$ cat src/rtl/mem_bus_dbg_initiator_if.sv
// Debug-link byte streams and memory-bus signals of mem_bus_dbg_initiator.
// The master modport is the initiator's view of the bus.
interface mem_bus_dbg_initiator_if;
  logic [7:0]  rxData;
  logic        rxValid;
  logic        rxReady;
  logic [7:0]  txData;
  logic        txValid;
  logic        txReady;
  logic        busReq;
  logic        busGnt;
  logic [13:0] memAddr;
  logic [15:0] memDataOut;
  logic        memWrEn;
  logic [15:0] memDataIn;
  logic        busy;

  modport master (
    input  rxData, rxValid, txReady, busGnt, memDataIn,
    output rxReady, txData, txValid, busReq, memAddr, memDataOut, memWrEn, busy
  );

  modport slave (
    output rxData, rxValid, txReady, busGnt, memDataIn,
    input  rxReady, txData, txValid, busReq, memAddr, memDataOut, memWrEn, busy
  );
endinterface

$ cat src/rtl/mem_bus_dbg_initiator.sv
// Byte-stream debug initiator: header bytes in, one bus access per count, read data out as bytes.
// Define DBG_BURST_EN to accept a LEN header byte (1-256 accesses, auto-incrementing address).
module mem_bus_dbg_initiator (
  input  logic                            i_clk,
  input  logic                            i_rst,
  mem_bus_dbg_initiator_if.master         bus
);

  typedef enum logic [3:0] {
    IDLE, ADDR, LEN, WDH, WDL, REQ, ACC, RSH, RSL, NEXT
  } state_t;

  state_t      state, stateNext;
  logic        wrCmd;
  logic [13:0] addrReg;
  logic [15:0] dataReg;
  logic [15:0] rdBuf;
  logic        lastAccess;
  logic        rxReadyC;
  logic        txValidC;
  logic [7:0]  txDataC;
  logic        busReqC;
  logic        memWrEnC;

`ifdef DBG_BURST_EN
  logic [8:0]  remaining;
  assign lastAccess = (remaining == 9'd1);
`else
  assign lastAccess = 1'b1;
`endif

  always_ff @(posedge i_clk) begin
    if (i_rst) state <= IDLE;
    else       state <= stateNext;
  end

  always_ff @(posedge i_clk) begin
    if (i_rst) begin
      wrCmd     <= 1'b0;
      addrReg   <= '0;
      dataReg   <= '0;
      rdBuf     <= '0;
`ifdef DBG_BURST_EN
      remaining <= '0;
`endif
    end else begin
      case (state)
        IDLE: if (bus.rxValid) begin
          wrCmd          <= bus.rxData[7];
          addrReg[13:8]  <= bus.rxData[5:0];
        end
        ADDR: if (bus.rxValid) addrReg[7:0] <= bus.rxData;
`ifdef DBG_BURST_EN
        LEN:  if (bus.rxValid)
          remaining <= (bus.rxData == 8'd0) ? 9'd256 : {1'b0, bus.rxData};
`endif
        WDH:  if (bus.rxValid) dataReg[15:8] <= bus.rxData;
        WDL:  if (bus.rxValid) dataReg[7:0]  <= bus.rxData;
        ACC:  if (!wrCmd)      rdBuf         <= bus.memDataIn;
        NEXT: begin
          addrReg <= addrReg + 14'd1;
`ifdef DBG_BURST_EN
          remaining <= remaining - 9'd1;
`endif
        end
        default: ;
      endcase
    end
  end

  always_comb begin
    stateNext = state;
    rxReadyC  = 1'b0;
    txValidC  = 1'b0;
    txDataC   = '0;
    busReqC   = 1'b0;
    memWrEnC  = 1'b0;
    case (state)
      IDLE: begin
        rxReadyC = 1'b1;
        if (bus.rxValid) stateNext = ADDR;
      end
      ADDR: begin
        rxReadyC = 1'b1;
`ifdef DBG_BURST_EN
        if (bus.rxValid) stateNext = LEN;
`else
        if (bus.rxValid) stateNext = wrCmd ? WDH : REQ;
`endif
      end
      LEN: begin
        rxReadyC = 1'b1;
        if (bus.rxValid) stateNext = wrCmd ? WDH : REQ;
      end
      WDH: begin
        rxReadyC = 1'b1;
        if (bus.rxValid) stateNext = WDL;
      end
      WDL: begin
        rxReadyC = 1'b1;
        if (bus.rxValid) stateNext = REQ;
      end
      REQ: begin
        busReqC = 1'b1;
        if (bus.busGnt) stateNext = ACC;
      end
      ACC: begin
        busReqC = 1'b1;
        // Strobe is masked by reset so an aborted write never reaches the bus.
        memWrEnC  = wrCmd & ~i_rst;
        stateNext = wrCmd ? NEXT : RSH;
      end
      RSH: begin
        txValidC = 1'b1;
        txDataC  = rdBuf[15:8];
        if (bus.txReady) stateNext = RSL;
      end
      RSL: begin
        txValidC = 1'b1;
        txDataC  = rdBuf[7:0];
        if (bus.txReady) stateNext = NEXT;
      end
      NEXT: begin
        if (lastAccess) stateNext = IDLE;
        else            stateNext = wrCmd ? WDH : REQ;
      end
      default: stateNext = IDLE;
    endcase
  end

  assign bus.rxReady    = rxReadyC;
  assign bus.txValid    = txValidC;
  assign bus.txData     = txDataC;
  assign bus.busReq     = busReqC;
  assign bus.memWrEn    = memWrEnC;
  assign bus.memAddr    = addrReg;
  assign bus.memDataOut = dataReg;
  assign bus.busy       = (state != IDLE);

endmodule

$ cat src/flat_wrapper.sv
// flat-port wrapper written by rule: the top's interface ports become plain ports
module mem_bus_dbg_initiator_flat 
  (i_clk, i_rst, bus_rxData, bus_rxValid, bus_txReady, bus_busGnt, bus_memDataIn, bus_rxReady, bus_txData, bus_txValid, bus_busReq, bus_memAddr, bus_memDataOut, bus_memWrEn, bus_busy);
  mem_bus_dbg_initiator_if bus_i ();
  input  logic i_clk;
  input  logic i_rst;
  input wire logic [$bits(bus_i.rxData)-1:0] bus_rxData;
  input wire logic [$bits(bus_i.rxValid)-1:0] bus_rxValid;
  input wire logic [$bits(bus_i.txReady)-1:0] bus_txReady;
  input wire logic [$bits(bus_i.busGnt)-1:0] bus_busGnt;
  input wire logic [$bits(bus_i.memDataIn)-1:0] bus_memDataIn;
  output wire logic [$bits(bus_i.rxReady)-1:0] bus_rxReady;
  output wire logic [$bits(bus_i.txData)-1:0] bus_txData;
  output wire logic [$bits(bus_i.txValid)-1:0] bus_txValid;
  output wire logic [$bits(bus_i.busReq)-1:0] bus_busReq;
  output wire logic [$bits(bus_i.memAddr)-1:0] bus_memAddr;
  output wire logic [$bits(bus_i.memDataOut)-1:0] bus_memDataOut;
  output wire logic [$bits(bus_i.memWrEn)-1:0] bus_memWrEn;
  output wire logic [$bits(bus_i.busy)-1:0] bus_busy;
  assign bus_i.rxData = bus_rxData;
  assign bus_i.rxValid = bus_rxValid;
  assign bus_i.txReady = bus_txReady;
  assign bus_i.busGnt = bus_busGnt;
  assign bus_i.memDataIn = bus_memDataIn;
  assign bus_rxReady = bus_i.rxReady;
  assign bus_txData = bus_i.txData;
  assign bus_txValid = bus_i.txValid;
  assign bus_busReq = bus_i.busReq;
  assign bus_memAddr = bus_i.memAddr;
  assign bus_memDataOut = bus_i.memDataOut;
  assign bus_memWrEn = bus_i.memWrEn;
  assign bus_busy = bus_i.busy;
  mem_bus_dbg_initiator u_core (.i_clk(i_clk), .i_rst(i_rst), .bus(bus_i));
endmodule
$ cat config.mk
export PLATFORM = sky130hd
export DESIGN_NAME = mem_bus_dbg_initiator_flat
export DESIGN_NICKNAME = d
export VERILOG_FILES = /design/src/rtl/mem_bus_dbg_initiator_if.sv /design/src/rtl/mem_bus_dbg_initiator.sv /design/src/flat_wrapper.sv
export SDC_FILE = /design/constraint.sdc
export NUM_CORES = 1
export LEC_CHECK = 0
export BUFFER_PORTS_ARGS = -buffer_cell sky130_fd_sc_hd__buf_2
export CORE_ASPECT_RATIO = 0.9
export CORE_MARGIN = 2
export CORE_UTILIZATION = 56
export CTS_CLUSTER_DIAMETER = 120
export DETAILED_ROUTE_END_ITERATION = 8
export GPL_ROUTABILITY_DRIVEN = 0
export PLACE_DENSITY = 0.85
export SYNTH_ARGS = -nofsm -noshare
export SYNTH_HDL_FRONTEND = slang
export SYNTH_SLANG_ARGS = --single-unit
$ cat constraint.sdc
create_clock -name i_clk -period 4.11 [get_ports i_clk]
set_input_delay 0.822 -clock i_clk [delete_from_list [all_inputs] [get_ports i_clk]]
set_output_delay 0.822 -clock i_clk [all_outputs]
set_load 0.05 [all_outputs]
==> flow_metrics.env <==
export IMPL_outcome="finished clean"
export IMPL_crit_slowest_cell="nor4b_2"
export IMPL_drcViolationCount=0
export IMPL_io_pins=72
export IMPL_crit_required_ns=3.29
export IMPL_post_drt_via_cell_ratio=5.70
export IMPL_grt_ovfl_total=0
export IMPL_yosysSeqAreaShare=0.407
export IMPL_critPathArrivalTime_ns=2.41
export IMPL_async_flop_share=0
export IMPL_min_path_type="reg -> reg"
export IMPL_period_minus_slack_ns=3.23
export IMPL_n_antenna_cell=0
export IMPL_synth_edf_count=0
export IMPL_grt_max_degree=52
export IMPL_path_max_fanout=16
export IMPL_syn_nets=331
export IMPL_die_w_um=74.6
export IMPL_drive_above_1_share=0.252
export IMPL_grt_pass1_vias=2070
export IMPL_clock_sinks=51
export IMPL_wl_per_cell_um=14.5
export IMPL_max_slew_margin=0.276
export IMPL_peakVddDrop_uv=203
export IMPL_antenna_found_initial=0
export IMPL_synth_distinct_cells=55
export IMPL_ctsResizeCount=0
export IMPL_path_clk_slew_ns=0.09
export IMPL_clk_insertion_delay_late_ns=0.30
export IMPL_cp_slowest_stage_delay_ns=0.95
export IMPL_crit_chain="nor4b_2 -> a22o_1 -> buf_2"
export IMPL_powerDensity_nw_per_um2=334
export IMPL_cts_tree="yes"
export IMPL_fin_nets=390
export IMPL_drv_cap=0
export IMPL_synth_area_um2=2510
export IMPL_drt_wl_total_mm=6.13
export IMPL_die_area_um2=5030
export IMPL_startpoint_type="flop"
export IMPL_drt_pass1_iterations=5
export IMPL_endpoint_kind="primary output"
export IMPL_cts_max_level=2
export IMPL_coreArea_um2=4370
export IMPL_post_route_util=0.674
export IMPL_syn_inst=301
export IMPL_die_y_um=67.5
export IMPL_power_leakage_nw=1.24
export IMPL_max_freq_ghz=0.310
export IMPL_synthFlopType="dfxtp_1"
export IMPL_ant_nets=0
export IMPL_rows=23
export IMPL_worstMarginPinSlew_ns=1.08
export IMPL_grt_util_all_layers=0.252
export IMPL_hold_buffers=0
export IMPL_first_iter_violations=264
export IMPL_hold_violations=0
export IMPL_rsz0062_at_grt="no"
export IMPL_avgSynthCellArea_um2=8.34
export IMPL_place_hpwl_mm=4.42
export IMPL_post_cts_setup_buffers=0
export IMPL_yosysWarnings=0
export IMPL_synth_seq_cells=51
export IMPL_slew_viol_final=0
export IMPL_numCtsBuffers=5
export IMPL_grt_pass1_wl_mm=9.80
export IMPL_critPathKind="reg -> out"
export IMPL_tns_ns=0
export IMPL_cts_root_buf="clkbuf_8"
export IMPL_syn2layout_area_growth_pct=17.5
export IMPL_fin_crit_sh=0.786
export IMPL_final_setup_viol_count=0
export IMPL_initial_core_util=0.574
export IMPL_num_vias=2411
export IMPL_port_buffers=71
export IMPL_clockBufferDepth=2
export IMPL_clock_skew_ns=0.00934
cells in the mapped netlist (3+ instances only):
| master | number | share of area |
|---|---|---|
| a22o_1 | 8 | 0.028 |
| and3_1 | 5 | 0.012 |
| nand2_1 | 48 | 0.072 |
| dfxtp_1 | 51 | 0.41 |
| a21oi_1 | 30 | 0.060 |
| and4_1 | 3 | 0.010 |
| nand2b_1 | 3 | 0.0075 |
| or3_1 | 5 | 0.012 |
| clkbuf_1 | 9 | 0.013 |
| a211oi_1 | 9 | 0.027 |
| nor4_1 | 5 | 0.012 |
| buf_2 | 8 | 0.016 |
| nand4_1 | 3 | 0.0075 |
| a311oi_1 | 3 | 0.010 |
| mux2i_1 | 16 | 0.064 |
| a31oi_1 | 4 | 0.010 |
| or2_2 | 5 | 0.012 |
| o21ai_0 | 8 | 0.016 |
| nor2_1 | 26 | 0.039 |
| nand3_1 | 5 | 0.010 |
| inv_1 | 5 | 0.0075 |
critical path: cells and delay by family, from the launching register on:
family                 cells  cell delay [ns]
and+or+nand+nor            1             0.95
DFF                        1             0.61
AOI/OAI and AO/OA          1             0.28
buffers and inverters      1             0.26
report_power, final:
group	internal, W	switching [W]
registers	0.000509	0.0000263
clock network	0.000122	0.000163
logic	0.0000516	0.000112
per-stage QoR:
stage                     power, W  cells  hold slack, ns  setup WS (ns)  area, um2
after floorplan           0.000659    301           0.436          0.450       2510
after global placement    0.000705    415           0.442           1.34       2860
after detailed placement  0.000708    415           0.447           1.27       2860
after CTS                 0.000988    423           0.460          0.917       2950
after global routing       0.00103    423           0.478          0.775       2950
final                     0.000984    423           0.457          0.880       2950
layer usage:
layer	up-vias	GRT usage	wire, um
met5	-	0	0
met4	0	0.0714	74
met3	11	0.0597	441
met2	95	0.366	2830
met1	1095	0.371	2790
li1	1210	-	-
final timing paths:
| check | startpoint | to | slack (ns) | depth (start not counted) |
|---|---|---|---|---|
| worst max register to register | u_core.state[3]$_SDFFE_PP0P_ | u_core.state[0]$_SDFFE_PP0P_ | 1.72 | 4 |
| worst min-delay path | u_core.rdBuf[10]$_SDFFE_PP0P_ | u_core.rdBuf[10]$_SDFFE_PP0P_ | 0.46 | 2 |
| worst max-delay path | u_core.state[3]$_SDFFE_PP0P_ | bus_txData[2] | 0.88 | 3 |
| worst min register to register | u_core.rdBuf[10]$_SDFFE_PP0P_ | u_core.rdBuf[10]$_SDFFE_PP0P_ | 0.46 | 2 |
cell type report:
| class | count | area, um2 |
|---|---|---|
| Multi-Input combinational cell | 226 | 1390 |
| Timing Repair Buffer | 71 | 355 |
| Clock buffer | 6 | 72.6 |
| Tap cell | 62 | 77.6 |
| Clock inverter | 2 | 16.3 |
| Inverter | 5 | 18.8 |
| Sequential cell | 51 | 1020 |
| Fill cell | 385 | 1430 |
cells by family (layout without fill, tap and decap cells):
logic type / count (synthesis) / after routing / synth area share
XOR/XNOR: 3 / 3 / 0.0105
multiplexers: 16 / 16 / 0.0638
flip-flops: 51 / 51 / 0.407
AND/OR/NAND/NOR: 128 / 128 / 0.266
adder cells (fa/ha/maj): 1 / 1 / 0.00498
AO/OA/AOI/OAI: 78 / 78 / 0.205
buffers and inverters: 24 / 84 / 0.0429
state kept, by name (all words and copies together), names as in the netlist:
register,flops
u_core.bus.memAddr,14
u_core.bus.memDataOut,16
u_core.rdBuf,16
u_core.state,4
u_core.wrCmd,1
cell usage in the layout (no fill, tap or decap), drive strengths merged, types with 5 or more instances in the layout:
cell type	Yosys	layout
buf	10	71
nor4	5	5
dfxtp	51	51
mux2i	16	16
nor2	28	28
and3	5	5
or2	5	5
or3	5	5
clkbuf	9	6
nand2	48	48
nand3	5	5
a22o	8	8
o21ai	8	8
a211oi	9	9
inv	5	6
a21oi	30	30
No activity file was read; power rests on OpenSTA's default activity.
